**src/rtl/enc8_rr_arbiter.sv**
```systemverilog
// -----------------------------------------------------------------------------
// enc8_rr_arbiter
//
// Round-robin arbiter sharing one resource among eight requesters. It sits in
// the display/encoder datapath in place of the fixed highest-bit-wins 8-to-3
// priority encoder. Each grant is registered and held until the holder
// releases it, withdraws its request, or reaches MAX_HOLD consecutive cycles.
// The granted requester is reported three ways: one-hot, binary index, and an
// active-low seven-segment digit.
//
// Handshake: a requester asks by holding req[i]=1. It owns the resource on
// every cycle where gnt[i]=1 (valid=1). It gives the resource back by pulsing
// done=1 or by dropping req[i]. A release edge is also the edge that hands the
// resource to the next winner, so there is no idle cycle between holders.
//
// Parameters:
//   MAX_HOLD   maximum consecutive cycles a grant may be held (legal 1..255)
//
// Ports:
//   clk        clock, all state updates on the rising edge
//   rst        synchronous active-high reset
//   en         arbiter enable; 0 revokes the grant and blanks the display
//   req[7:0]   request lines, req[i]=1 means requester i wants the resource
//   done       current holder releases the resource this cycle
//   gnt[7:0]   registered one-hot grant
//   gnt_id     registered index of the granted requester (0 when no grant)
//   valid      1 while a grant is active
//   seg[6:0]   registered active-low seven-segment code, {g,f,e,d,c,b,a}
//   timeout    one-cycle pulse after a grant is force-released by MAX_HOLD
//   state_dbg  current FSM state (0 = IDLE, 1 = GRANT)
// -----------------------------------------------------------------------------
module enc8_rr_arbiter #(
    parameter int MAX_HOLD = 15
) (
    input  logic       clk,
    input  logic       rst,
    input  logic       en,
    input  logic [7:0] req,
    input  logic       done,
    output logic [7:0] gnt,
    output logic [2:0] gnt_id,
    output logic       valid,
    output logic [6:0] seg,
    output logic       timeout,
    output logic       state_dbg
);

    // Display codes that are not digits.
    localparam logic [6:0] SEG_BLANK = 7'b1111111;
    localparam logic [6:0] SEG_DASH  = 7'b0111111;

    // Hold limit expressed at the width of the hold counter.
    localparam logic [7:0] HOLD_LIMIT = 8'(MAX_HOLD);

    typedef enum logic {
        IDLE  = 1'b0,
        GRANT = 1'b1
    } state_t;

    state_t     state;
    state_t     state_nx;

    logic [2:0] ptr;
    logic [2:0] ptr_nx;
    logic [7:0] hold;
    logic [7:0] hold_nx;

    logic [7:0] gnt_nx;
    logic [2:0] gnt_id_nx;
    logic       valid_nx;
    logic [6:0] seg_nx;
    logic       timeout_nx;

    // Arbitration result.
    logic       win_found;
    logic [2:0] win_idx;
    logic [2:0] cand;

    // Release qualifiers for the current holder.
    logic       holder_req;
    logic       hold_max;
    logic       release_now;
    logic       forced_release;

    // -------------------------------------------------------------------------
    // Seven-segment digit lookup for a requester index.
    // -------------------------------------------------------------------------
    function automatic logic [6:0] digit_seg(input logic [2:0] idx);
        logic [6:0] code;
        case (idx)
            3'd0:    code = 7'b1000000;
            3'd1:    code = 7'b1111001;
            3'd2:    code = 7'b0100100;
            3'd3:    code = 7'b0110000;
            3'd4:    code = 7'b0011001;
            3'd5:    code = 7'b0010010;
            3'd6:    code = 7'b0000010;
            default: code = 7'b1111000;
        endcase
        return code;
    endfunction

    // -------------------------------------------------------------------------
    // Round-robin scan. Candidates are visited from the farthest position
    // (ptr itself) down to the nearest (ptr+1), so the last write that hits
    // is the closest set bit after ptr. ptr is always the last holder (or 7
    // after reset), so the last holder ends up with the lowest priority.
    // -------------------------------------------------------------------------
    always_comb begin
        win_found = 1'b0;
        win_idx   = 3'd0;
        cand      = 3'd0;
        for (int k = 8; k >= 1; k--) begin
            cand = ptr + 3'(k);
            if (req[cand]) begin
                win_found = 1'b1;
                win_idx   = cand;
            end
        end
    end

    // -------------------------------------------------------------------------
    // Release decision for the holder. A timeout is flagged only when the
    // hold limit is the sole reason; an explicit done or a withdrawal on the
    // same edge counts as a normal release.
    // -------------------------------------------------------------------------
    always_comb begin
        holder_req     = req[gnt_id];
        hold_max       = (hold == HOLD_LIMIT);
        release_now    = done || !holder_req || hold_max;
        forced_release = !done && holder_req && hold_max;
    end

    // -------------------------------------------------------------------------
    // Next-state and next-output logic.
    // -------------------------------------------------------------------------
    always_comb begin
        state_nx   = state;
        ptr_nx     = ptr;
        hold_nx    = hold;
        gnt_nx     = gnt;
        gnt_id_nx  = gnt_id;
        valid_nx   = valid;
        seg_nx     = seg;
        timeout_nx = 1'b0;

        if (!en) begin
            // Disable overrides everything but reset; ptr is kept so fairness
            // resumes where it left off.
            state_nx  = IDLE;
            hold_nx   = 8'd0;
            gnt_nx    = 8'd0;
            gnt_id_nx = 3'd0;
            valid_nx  = 1'b0;
            seg_nx    = SEG_BLANK;
        end else begin
            case (state)
                IDLE: begin
                    if (win_found) begin
                        state_nx  = GRANT;
                        ptr_nx    = win_idx;
                        hold_nx   = 8'd1;
                        gnt_nx    = 8'b1 << win_idx;
                        gnt_id_nx = win_idx;
                        valid_nx  = 1'b1;
                        seg_nx    = digit_seg(win_idx);
                    end else begin
                        hold_nx   = 8'd0;
                        gnt_nx    = 8'd0;
                        gnt_id_nx = 3'd0;
                        valid_nx  = 1'b0;
                        seg_nx    = SEG_DASH;
                    end
                end

                GRANT: begin
                    if (release_now) begin
                        timeout_nx = forced_release;
                        if (win_found) begin
                            // Back-to-back handoff; the scan already starts
                            // after the current holder, which may win again
                            // if it is the only requester left.
                            state_nx  = GRANT;
                            ptr_nx    = win_idx;
                            hold_nx   = 8'd1;
                            gnt_nx    = 8'b1 << win_idx;
                            gnt_id_nx = win_idx;
                            valid_nx  = 1'b1;
                            seg_nx    = digit_seg(win_idx);
                        end else begin
                            state_nx  = IDLE;
                            hold_nx   = 8'd0;
                            gnt_nx    = 8'd0;
                            gnt_id_nx = 3'd0;
                            valid_nx  = 1'b0;
                            seg_nx    = SEG_DASH;
                        end
                    end else begin
                        // hold < HOLD_LIMIT <= 255 here, so no wrap.
                        hold_nx = hold + 8'd1;
                    end
                end

                default: begin
                    state_nx  = IDLE;
                    hold_nx   = 8'd0;
                    gnt_nx    = 8'd0;
                    gnt_id_nx = 3'd0;
                    valid_nx  = 1'b0;
                    seg_nx    = SEG_DASH;
                end
            endcase
        end
    end

    // -------------------------------------------------------------------------
    // State and output registers. ptr resets to 7 so requester 0 is scanned
    // first after reset.
    // -------------------------------------------------------------------------
    always_ff @(posedge clk) begin
        if (rst) begin
            state   <= IDLE;
            ptr     <= 3'd7;
            hold    <= 8'd0;
            gnt     <= 8'd0;
            gnt_id  <= 3'd0;
            valid   <= 1'b0;
            seg     <= SEG_BLANK;
            timeout <= 1'b0;
        end else begin
            state   <= state_nx;
            ptr     <= ptr_nx;
            hold    <= hold_nx;
            gnt     <= gnt_nx;
            gnt_id  <= gnt_id_nx;
            valid   <= valid_nx;
            seg     <= seg_nx;
            timeout <= timeout_nx;
        end
    end

    assign state_dbg = (state == GRANT);

endmodule
```
**config.mk**
```make
export PLATFORM = sky130hd
export DESIGN_NAME = enc8_rr_arbiter
export DESIGN_NICKNAME = d
export VERILOG_FILES = /design/src/rtl/enc8_rr_arbiter.sv
export SDC_FILE = /design/constraint.sdc
export NUM_CORES = 1
export LEC_CHECK = 0
export BUFFER_PORTS_ARGS = -buffer_cell sky130_fd_sc_hd__buf_2
export CORE_MARGIN = 2
export CORE_UTILIZATION = 40
export CTS_CLUSTER_SIZE = 28
export DETAILED_ROUTE_END_ITERATION = 7
export MAX_ROUTING_LAYER = met4
export PLACE_DENSITY = 0.61
export SYNTH_ARGS = -nofsm -noshare
export SYNTH_HDL_FRONTEND = slang
export SYNTH_SLANG_ARGS = --single-unit
```
**constraint.sdc**
```tcl
create_clock -name clk -period 6.6 [get_ports clk]
set_clock_uncertainty 0.1 [all_clocks]
set_input_delay 0.33 -clock clk [delete_from_list [all_inputs] [get_ports clk]]
set_output_delay 0.33 -clock clk [all_outputs]
set_load 0.05 [all_outputs]
```
==> metrics <==
total chip power 1.24 mW; Longest Clk Path Bufs 2; fillers 565; Avg Synthesized Cell Area 9.53 sq um; Final Hold Vio Count 0; WHS Path Cells 2; metal2 WL 2.52 mm; Post-route DRC 0; setup_tns 0 ns; DIE WIDTH 80.7 microns; Seq cells post-synth 32; post-CTS resize count 0; DP HPWL 4.05 mm; Final ANT Viol Nets 0; # rows 27; Max Clock Freq 304 MHz; initial antenna violation count 0; Main synth FF type dfxtp_1; TritonCTS Buffers 5; Max Cap Viol 0; Max H-tree Level 2; initial core utilization 42.0%; Worst-Skew Late Latency 0.28 ns; EDFF count, synth 0; largest net degree at the start of global routing 28; layout cells sized above 1 27.8%; Ys Warns 0; post-CTS setup buffer count 0; WL met1 2.77 mm; clock sinks 32; # diodes 0; first-pass GRT wire length 9.14 mm; die height 80.7 microns; WS Path Type register to register; CP startpoint ptr[1]; initial DRC count 113; post-synth cell types 59; drt wl/cell 16.4 microns; r2r worst-path depth 10; HP Class input port to register; Seq/Total Area, Yosys 27.2%; R2R Path End seg[1]; Final setup viols 0; worst-path fanout max 12; min-delay src rst; clk slew on worst S/H paths 0.07 ns; via count 2050; syn nets 262; most frequent cells in the layout 32 x dfxtp_1, 32 x buf_2, 25 x nor2_1; gpl congestion 0.879; Die Footprint 6510 sq um; WL met3 292 microns; Slew HR 42.2%; Tightest Pin Transition 0.865 ns; status complete, no violations; final max-slew violation count 0; number of global-route vias before repair 1900; Tcrit/Tclk final 49.8%; Reg2Reg Setup Slack 3.32 ns; WP data arrival 3.37 ns; reg2reg start ptr[1]; Peak VDD IR 0.000242 V; Root Driver clkbuf_8; Final min period 3.28 ns; # port buffers 32; drt total wl 5.62 mm; CP Launch Type register; CTS tree yes; CP Capture Type register; layout overhead on the synthesized area 10.7%; Leak 1.03 nW; unrepaired setup endpoints after global routing false; synthesized instance count 247; Worst Path Required 6.69 ns; GR Overflow Total 0; Cell Area, Synth 2350 sq um; CTS Hold Buffers Added 0; worst hold endpoint ptr[2]; Global Route Usage Sum 18.3%; Vias/cell 5.99; ys async rst share 0%; IO Count 33; highest metal used met4; drt pass-1 iters 4; # nets final 284; Core Area 5610 sq um; P per Cell Area 475 nW/um^2
-- where the power goes --
group          switching [mW]  internal [mW]
clock                  0.0696         0.0850
combinational           0.510          0.306
sequential             0.0339          0.233
-- kinds of logic after synthesis --
family	after synthesis	synth area share, %
AO/OA/AOI/OAI	59	18.3
XOR/XNOR	10	4.04
adder cells (fa/ha/maj)	4	2.07
buffers and inverters	27	5.63
flip-flops	32	27.2
multiplexers	37	26.0
AND/OR/NAND/NOR	78	16.7
-- worst max-delay path: stages (launching register included) --
cell,delay (ns)
dfxtp_1,0.33
inv_1,0.11
ha_1,0.62
mux2_2,0.39
mux4_2,0.48
nand2_1,0.09
o211ai_1,0.09
a311o_1,0.33
and3_1,0.26
xnor2_1,0.17
o311ai_1,0.22
-- flip-flops by register name, summed over array words and instances, names as in the netlist --
register / flops
gnt_id: 3
seg: 7
hold: 8
timeout: 1
state_dbg: 1
valid: 1
ptr: 3
gnt: 8
-- layout make-up --
type	count	area, sq um	area share [%]
flip-flops and latches	32	641	24.6
clock buffers	8	90.1	3.46
well taps	72	90.1	3.46
inverters	8	30.0	1.15
multi-input cells	188	1580	60.6
repair buffers	34	175	6.72
-- how the worst max path moves through the flow --
stage / to / slack (ns) / depth (start not counted)
2_1_floorplan: seg[1] / 3.23 / 14
3_3_place_gp: seg[1] / 3.43 / 10
3_5_place_dp: seg[1] / 3.36 / 10
4_1_cts: seg[1] / 3.33 / 10
5_1_grt: seg[3] / 3.05 / 10
6_report: seg[1] / 3.32 / 10
-- cells in the mapped netlist (3+ instances only) --
cell type   n  area [sq um]
buf_6       3          33.8
mux2i_1    11           110
clkbuf_1   11          41.3
xor2_1      5          43.8
ha_1        3          37.5
dfxtp_1    32           641
a211oi_1    6          45.0
nand2b_1    6          37.5
mux2_2      6          67.6
nor2_1     25          93.8
buf_2       3          15.0
xnor2_1     4          35.0
a21oi_1    12          60.1
and3_1      3          18.8
mux4_2     17           383
a22o_1      8          70.1
o22ai_1     3          18.8
o21ai_0     4          20.0
inv_1       8          30.0
nand3_1    13          65.1
a211o_1     3          26.3
nand2_1    14          52.6
a31oi_1     3          18.8
-- per-stage QoR --
step,worst slack (ns),instances,util (%),hold slack [ns],cell area [sq um]
final,3.32,342,46.5,0.182,2610
after global routing,3.05,342,46.5,0.186,2610
after CTS,3.33,342,46.5,0.180,2610
after detailed placement,3.36,334,44.9,0.355,2520
after global placement,3.43,334,44.9,0.347,2520
after floorplan,3.23,247,-,0.324,2350
-- metal layers --
metal | GRT usage [%] | vias up
met5 | - | -
met4 | 3.56 | 0
met3 | 4.38 | 6
met2 | 27.2 | 63
met1 | 25.7 | 1005
li1 | - | 976
Power figures use the tool's default switching activity.
